<file path="config.mk">
export PLATFORM = sky130hd
export DESIGN_NAME = rr_onehot_arbiter_flat
export DESIGN_NICKNAME = d
export VERILOG_FILES = /design/src/rtl/rr_onehot_arbiter_pkg.sv /design/src/rtl/rr_onehot_arbiter_if.sv /design/src/rtl/rr_onehot_arbiter_mux.sv /design/src/rtl/rr_onehot_arbiter.sv /design/src/flat_wrapper.sv
export SDC_FILE = /design/constraint.sdc
export NUM_CORES = 1
export LEC_CHECK = 0
export ABC_CLOCK_PERIOD_IN_PS = 7300
export CELL_PAD_IN_SITES_DETAIL_PLACEMENT = 2
export CELL_PAD_IN_SITES_GLOBAL_PLACEMENT = 2
export CORE_MARGIN = 4
export CORE_UTILIZATION = 31
export CTS_BUF_LIST = sky130_fd_sc_hd__clkbuf_8
export DETAILED_ROUTE_END_ITERATION = 10
export PLACE_DENSITY = 0.85
export SETUP_SLACK_MARGIN = 0.5
export SLEW_MARGIN = 20
export SYNTH_ARGS = -nofsm -noshare
export SYNTH_HDL_FRONTEND = slang
export SYNTH_SLANG_ARGS = --single-unit
</file>
<file path="constraint.sdc">
create_clock -name clk -period 7.3 [get_ports clk]
set_input_delay 1.825 -clock clk [delete_from_list [all_inputs] [get_ports clk]]
set_output_delay 1.825 -clock clk [all_outputs]
set_load 0.05 [all_outputs]
</file>
<file path="src/rtl/rr_onehot_arbiter_pkg.sv">
// arb_pkg: shared types and the round-robin pick helper for rr_onehot_arbiter.
//   arb_state_t : IDLE (no grant outstanding) / BUSY (one requester owns the mux)
//   rr_pick     : one-hot pick of the first requester after ptr, wrapping mod n
package arb_pkg;

  typedef enum logic {IDLE = 1'b0, BUSY = 1'b1} arb_state_t;

  // The helper works on a fixed maximum width so it can serve any N up to 32;
  // callers cast their vectors in and truncate the result back to N bits.
  localparam int ARB_MAX_N = 32;
  localparam int ARB_PTR_W = $clog2(ARB_MAX_N);
  localparam int ARB_CNT_W = ARB_PTR_W + 1;

  // Scan ptr+1, ptr+2, ... (mod n) and return the first requester as one-hot.
  // ptr < n and k <= n, so a single conditional subtract replaces the modulo.
  function automatic logic [ARB_MAX_N-1:0] rr_pick(
    input logic [ARB_MAX_N-1:0] req,
    input logic [ARB_CNT_W-1:0] n,
    input logic [ARB_PTR_W-1:0] ptr
  );
    logic [ARB_MAX_N-1:0] g;
    logic                 found;
    logic [ARB_CNT_W-1:0] idx;
    g     = '0;
    found = 1'b0;
    for (int k = 1; k <= ARB_MAX_N; k++) begin
      idx = ARB_CNT_W'(ptr) + ARB_CNT_W'(k);
      if (idx >= n) idx = idx - n;
      if ((ARB_CNT_W'(k) <= n) && !found && req[idx[ARB_PTR_W-1:0]]) begin
        g[idx[ARB_PTR_W-1:0]] = 1'b1;
        found                 = 1'b1;
      end
    end
    return g;
  endfunction

endpackage

</file>
<file path="src/rtl/rr_onehot_arbiter_if.sv">
// Requester/downstream bundle for rr_onehot_arbiter.
//   req/last/idata : per-requester request, end-of-burst flag and data
//   grant          : registered one-hot grant (mux select), 0 = idle
//   odata/ovalid   : forwarded data of the granted requester
//   oready         : downstream accept
// master = requesters + downstream side, slave = the arbiter.
interface rr_onehot_arbiter_if #(
  parameter int N = 4,
  parameter int W = 2
);
  logic [N-1:0]        req;
  logic [N-1:0]        last;
  logic [N-1:0][W-1:0] idata;
  logic [N-1:0]        grant;
  logic [W-1:0]        odata;
  logic                ovalid;
  logic                oready;

  modport master (output req, last, idata, oready, input grant, odata, ovalid);
  modport slave  (input req, last, idata, oready, output grant, odata, ovalid);
endinterface

</file>
<file path="src/rtl/rr_onehot_arbiter_mux.sv">
// onehot_mux: N-input AND-OR data mux driven by a one-hot (or zero) select.
//   sel   : one-hot select, all-zero yields odata = 0
//   idata : N words of W bits
//   odata : OR of the selected words
module onehot_mux #(
  parameter int N = 4,
  parameter int W = 2
) (
  input  logic [N-1:0]        sel,
  input  logic [N-1:0][W-1:0] idata,
  output logic [W-1:0]        odata
);
  always_comb begin
    odata = '0;
    for (int i = 0; i < N; i++) odata |= idata[i] & {W{sel[i]}};
  end
endmodule

</file>
<file path="src/rtl/rr_onehot_arbiter.sv">
// rr_onehot_arbiter: round-robin arbiter sharing one N-input one-hot mux.
//   clk, rst_n : clock, asynchronous active-low reset
//   bus        : rr_onehot_arbiter_if slave (req/last/idata in, grant/odata/ovalid out,
//                oready in)
// A grant is held for a burst until last, withdrawal, or MAX_HOLD transfers, then
// dropped for one idle cycle before the next pick. ptr remembers the last owner so
// it ranks lowest in the next pick.
module rr_onehot_arbiter
  import arb_pkg::*;
#(
  parameter int N        = 4,
  parameter int W        = 2,
  parameter int MAX_HOLD = 8
) (
  input  logic          clk,
  input  logic          rst_n,
  rr_onehot_arbiter_if.slave bus
);
  localparam int PW = $clog2(N);
  localparam int HW = $clog2(MAX_HOLD + 1);

  arb_state_t    state_q, state_d;
  logic [N-1:0]  grant_q, grant_d;
  logic [PW-1:0] ptr_q, ptr_d;
  logic [HW-1:0] hold_cnt_q, hold_cnt_d;

  logic [N-1:0]  pick;
  logic [PW-1:0] gidx;
  logic [HW-1:0] hold_cnt_inc;
  logic          req_g, last_g, xfer;

  assign pick   = N'(rr_pick(ARB_MAX_N'(bus.req), ARB_CNT_W'(N), ARB_PTR_W'(ptr_q)));
  assign req_g  = |(grant_q & bus.req);
  assign last_g = |(grant_q & bus.last);
  assign xfer   = req_g & bus.oready;

  // Index of the current owner, used to update ptr on release.
  always_comb begin
    gidx = '0;
    for (int i = 0; i < N; i++) if (grant_q[i]) gidx = PW'(i);
  end

  always_comb begin
    state_d      = state_q;
    grant_d      = grant_q;
    ptr_d        = ptr_q;
    hold_cnt_d   = hold_cnt_q;
    hold_cnt_inc = hold_cnt_q + 1'b1;
    case (state_q)
      IDLE: begin
        if (|bus.req) begin
          grant_d    = pick;
          hold_cnt_d = '0;
          state_d    = BUSY;
        end
      end
      BUSY: begin
        if (!req_g) begin
          // Withdrawal: no transfer this cycle, just release.
          grant_d = '0;
          ptr_d   = gidx;
          state_d = IDLE;
        end else if (xfer) begin
          hold_cnt_d = hold_cnt_inc;
          if (last_g || hold_cnt_inc == HW'(MAX_HOLD)) begin
            grant_d = '0;
            ptr_d   = gidx;
            state_d = IDLE;
          end
        end
      end
      default: begin
        grant_d = '0;
        state_d = IDLE;
      end
    endcase
  end

  always_ff @(posedge clk or negedge rst_n) begin
    if (!rst_n) begin
      state_q    <= IDLE;
      grant_q    <= '0;
      ptr_q      <= PW'(N - 1);
      hold_cnt_q <= '0;
    end else begin
      state_q    <= state_d;
      grant_q    <= grant_d;
      ptr_q      <= ptr_d;
      hold_cnt_q <= hold_cnt_d;
    end
  end

  assign bus.grant  = grant_q;
  assign bus.ovalid = req_g;

  onehot_mux #(.N(N), .W(W)) u_mux (
    .sel   (grant_q),
    .idata (bus.idata),
    .odata (bus.odata)
  );

  a_grant_onehot0: assert property (@(posedge clk) disable iff (!rst_n) $onehot0(grant_q));

endmodule

</file>
<file path="src/flat_wrapper.sv">
// flat-port wrapper written by rule: the top's interface ports become plain ports
module rr_onehot_arbiter_flat import arb_pkg::*;
#(
  parameter int N        = 4,
  parameter int W        = 2,
  parameter int MAX_HOLD = 8
)
  (clk, rst_n, bus_req, bus_last, bus_idata, bus_oready, bus_grant, bus_odata, bus_ovalid);
  rr_onehot_arbiter_if #(.N(N), .W(W)) bus_i ();
  input  logic clk;
  input  logic rst_n;
  input wire logic [$bits(bus_i.req)-1:0] bus_req;
  input wire logic [$bits(bus_i.last)-1:0] bus_last;
  input wire logic [$bits(bus_i.idata)-1:0] bus_idata;
  input wire logic [$bits(bus_i.oready)-1:0] bus_oready;
  output wire logic [$bits(bus_i.grant)-1:0] bus_grant;
  output wire logic [$bits(bus_i.odata)-1:0] bus_odata;
  output wire logic [$bits(bus_i.ovalid)-1:0] bus_ovalid;
  assign bus_i.req = bus_req;
  assign bus_i.last = bus_last;
  assign bus_i.idata = bus_idata;
  assign bus_i.oready = bus_oready;
  assign bus_grant = bus_i.grant;
  assign bus_odata = bus_i.odata;
  assign bus_ovalid = bus_i.ovalid;
  rr_onehot_arbiter #(.N(N), .W(W), .MAX_HOLD(MAX_HOLD)) u_core (.clk(clk), .rst_n(rst_n), .bus(bus_i));
endmodule
</file>
==> results.sh <==
export IMPL_cts_made_buffers=3
export IMPL_critPathArrivalTime_ns=3.52
export IMPL_syn_area_sq_um=963
export IMPL_io_pins=26
export IMPL_relSlewSlack=0.570
export IMPL_tightestPinTransition_ns=0.642
export IMPL_finalSetupViolCount=0
export IMPL_hp_class="reg -> reg"
export IMPL_ys_warn_count=0
export IMPL_wl_per_cell_um=20.0
export IMPL_drive_gt1_frac=0.0821
export IMPL_cts_hold_buf=0
export IMPL_grt_pass1_wl_mm=5.45
export IMPL_hpwlAfterDp_mm=2.69
export IMPL_grt_max_degree=12
export IMPL_synth_seq_cells=11
export IMPL_cts_sinks=11
export IMPL_io_buffer_count=25
export IMPL_path_class="in -> out"
export IMPL_synth_top_cell_area_share=0.234
export IMPL_syn2layout_area_growth_pct=33.5
export IMPL_worst_setup_path_end_kind="output port"
export IMPL_synthDistinctLibCells=29
export IMPL_worst_slack_ns=1.96
export IMPL_cts_resized=0
export IMPL_grt_util_met2=0.340
export IMPL_nNetsFinal=163
export IMPL_status="finished, final reports clean"
export IMPL_dieWidth_um=63.7
export IMPL_synthArstFlopShare=1.00
export IMPL_path_clk_slew_ns=0.05
export IMPL_gp_congestion=0.751
export IMPL_tns_ns=0
export IMPL_final_cell_mix="clkdlybuf4s50_1 (25), nand2_1 (12), inv_1 (11)"
export IMPL_syn_inst=106
export IMPL_clock_root_buffer="clkbuf_8"
export IMPL_grt_pass1_vias=1064
export IMPL_grt_ovfl_total=0
export IMPL_met3_usage=0.0263
export IMPL_worstPathRequired_ns=5.48
export IMPL_leakage_nw=0.555
export IMPL_drt_pass1_iter_count=4
export IMPL_die_y_um=63.7
export IMPL_synth_seq_area_share=0.288
export IMPL_vias=945
export IMPL_max_freq_mhz=187
export IMPL_drv_slew=0
export IMPL_synth_area_top_cells="dfrtp_1 (23%), ha_1 (12%), mux2i_1 (6.2%)"
export IMPL_whs_ns=0.542
export IMPL_remaining_drc_errors=0
export IMPL_rsz0062_at_grt="false"
export IMPL_cap_violations=0
export IMPL_period_share=0.732
export IMPL_hold_viol_final=0
export IMPL_startpoint_type="primary input"
export IMPL_path_max_fanout=5
export IMPL_fin_crit_ns=5.34
export IMPL_finClkSkew_ns=0.00347
export IMPL_p_per_area_nw_per_um2=432
export IMPL_clock_latency_ns=0.24
export IMPL_yosysTopAreaCell="dfrtp_1"
export IMPL_ir_drop_mv=0.135
export IMPL_use_met1=0.198
export IMPL_synth_edf_count=0
export IMPL_syn_mean_instance_area_sq_um=9.09
export IMPL_dpl_worst_slack_ns=1.97
export IMPL_initial_core_util=0.338
export IMPL_cts_max_level=1
export IMPL_cts_tree="built"
export IMPL_ys_flop_type="dfrtp_1"
export IMPL_power_w=0.000556
export IMPL_top_usage_layer="met2"
export IMPL_rows=19
export IMPL_n_antenna_cell=0
export IMPL_core_sq_um=2850
export IMPL_first_iter_violations=34
export IMPL_final_antenna_net_count=0
export IMPL_grt_usage=0.176
export IMPL_routed_wl_mm=3.31
export IMPL_cts_buffer_depth=2
export IMPL_postCtsSetupBuffers=0
export IMPL_vias_per_cell=5.73
export IMPL_mostFrequentLayoutCell="clkdlybuf4s50_1"
export IMPL_syn_nets=134
export IMPL_die_area_sq_um=4060
export IMPL_antenna_found_initial=0
[kinds of logic after synthesis]
logic type	after synthesis	synth area share
compound gates	30	0.236
buf+inv	11	0.0507
simple gates	34	0.171
xor+xnor	3	0.0273
flops	11	0.288
mux	8	0.109
fa+ha+maj	9	0.117
[synth_stat cells, types with 3 or more instances]
master / number
a221o_1: 4
a22oi_1: 7
a32o_1: 4
dfrtp_1: 9
ha_1: 9
inv_1: 10
mux2i_1: 6
nand2_1: 12
nand3_1: 5
nor2_1: 9
o21ai_0: 5
o21ai_1: 3
xor2_1: 3
[worst max-delay path: stages]
cell and delay (ns):
clkdlybuf4s50_1 0.56, a22oi_1 0.14, nand2_1 0.17, clkdlybuf4s50_1 0.82
[area by class of cell]
class	instances	area (sq um)
Fill cell	318	1570
Multi-Input combinational cell	84	637
Sequential cell	11	278
Timing Repair Buffer	25	250
Clock buffer	3	41.3
Tap cell	31	38.8
Inverter	10	37.5
Clock inverter	1	3.75
[stage by stage]
step                 util  instances  instance area (sq um)
global route        0.451        165                   1290
global placement    0.435        161                   1240
CTS                 0.451        165                   1290
finish              0.451        165                   1290
floorplan               -        106                    963
detailed placement  0.435        161                   1240
[worst paths after layout]
path	start	endpoint	slack, ns	depth (start not counted)
min in group asynchronous	rst_n	u_core.hold_cnt_q[0]$_DFFE_PN0P_	1.91	1
max reg2reg	u_core.ptr_q[0]$_DFFE_PN1P_	u_core.bus.grant[3]$_DFFE_PN0P_	4.58	7
min	u_core.hold_cnt_q[0]$_DFFE_PN0P_	u_core.hold_cnt_q[0]$_DFFE_PN0P_	0.54	1
min reg2reg	u_core.hold_cnt_q[0]$_DFFE_PN0P_	u_core.hold_cnt_q[0]$_DFFE_PN0P_	0.54	1
max	bus_req[1]	bus_ovalid	1.96	4
max in group asynchronous	rst_n	u_core.ptr_q[0]$_DFFE_PN1P_	5.04	1
[metal layers]
layer  vias to the layer above  routed length, um  share of wire
met5                         -                  0              0
met4                         0                 38          0.011
met3                         4                 72          0.022
met2                        13               1830           0.55
met1                       480               1370           0.41
li1                        448                  -              -
[state kept, by name, summed over array words and instances (netlist names)]
signal,flops
u_core.state_q,1
u_core.bus.grant,4
u_core.ptr_q,2
u_core.hold_cnt_q,4
[power breakdown]
group	switching, W	internal (W)
sequential	0.0000429	0.0000869
combinational	0.000216	0.000152
clock	0.0000214	0.0000368
total	0.000280	0.000275
(Power assumes the default switching activity.)
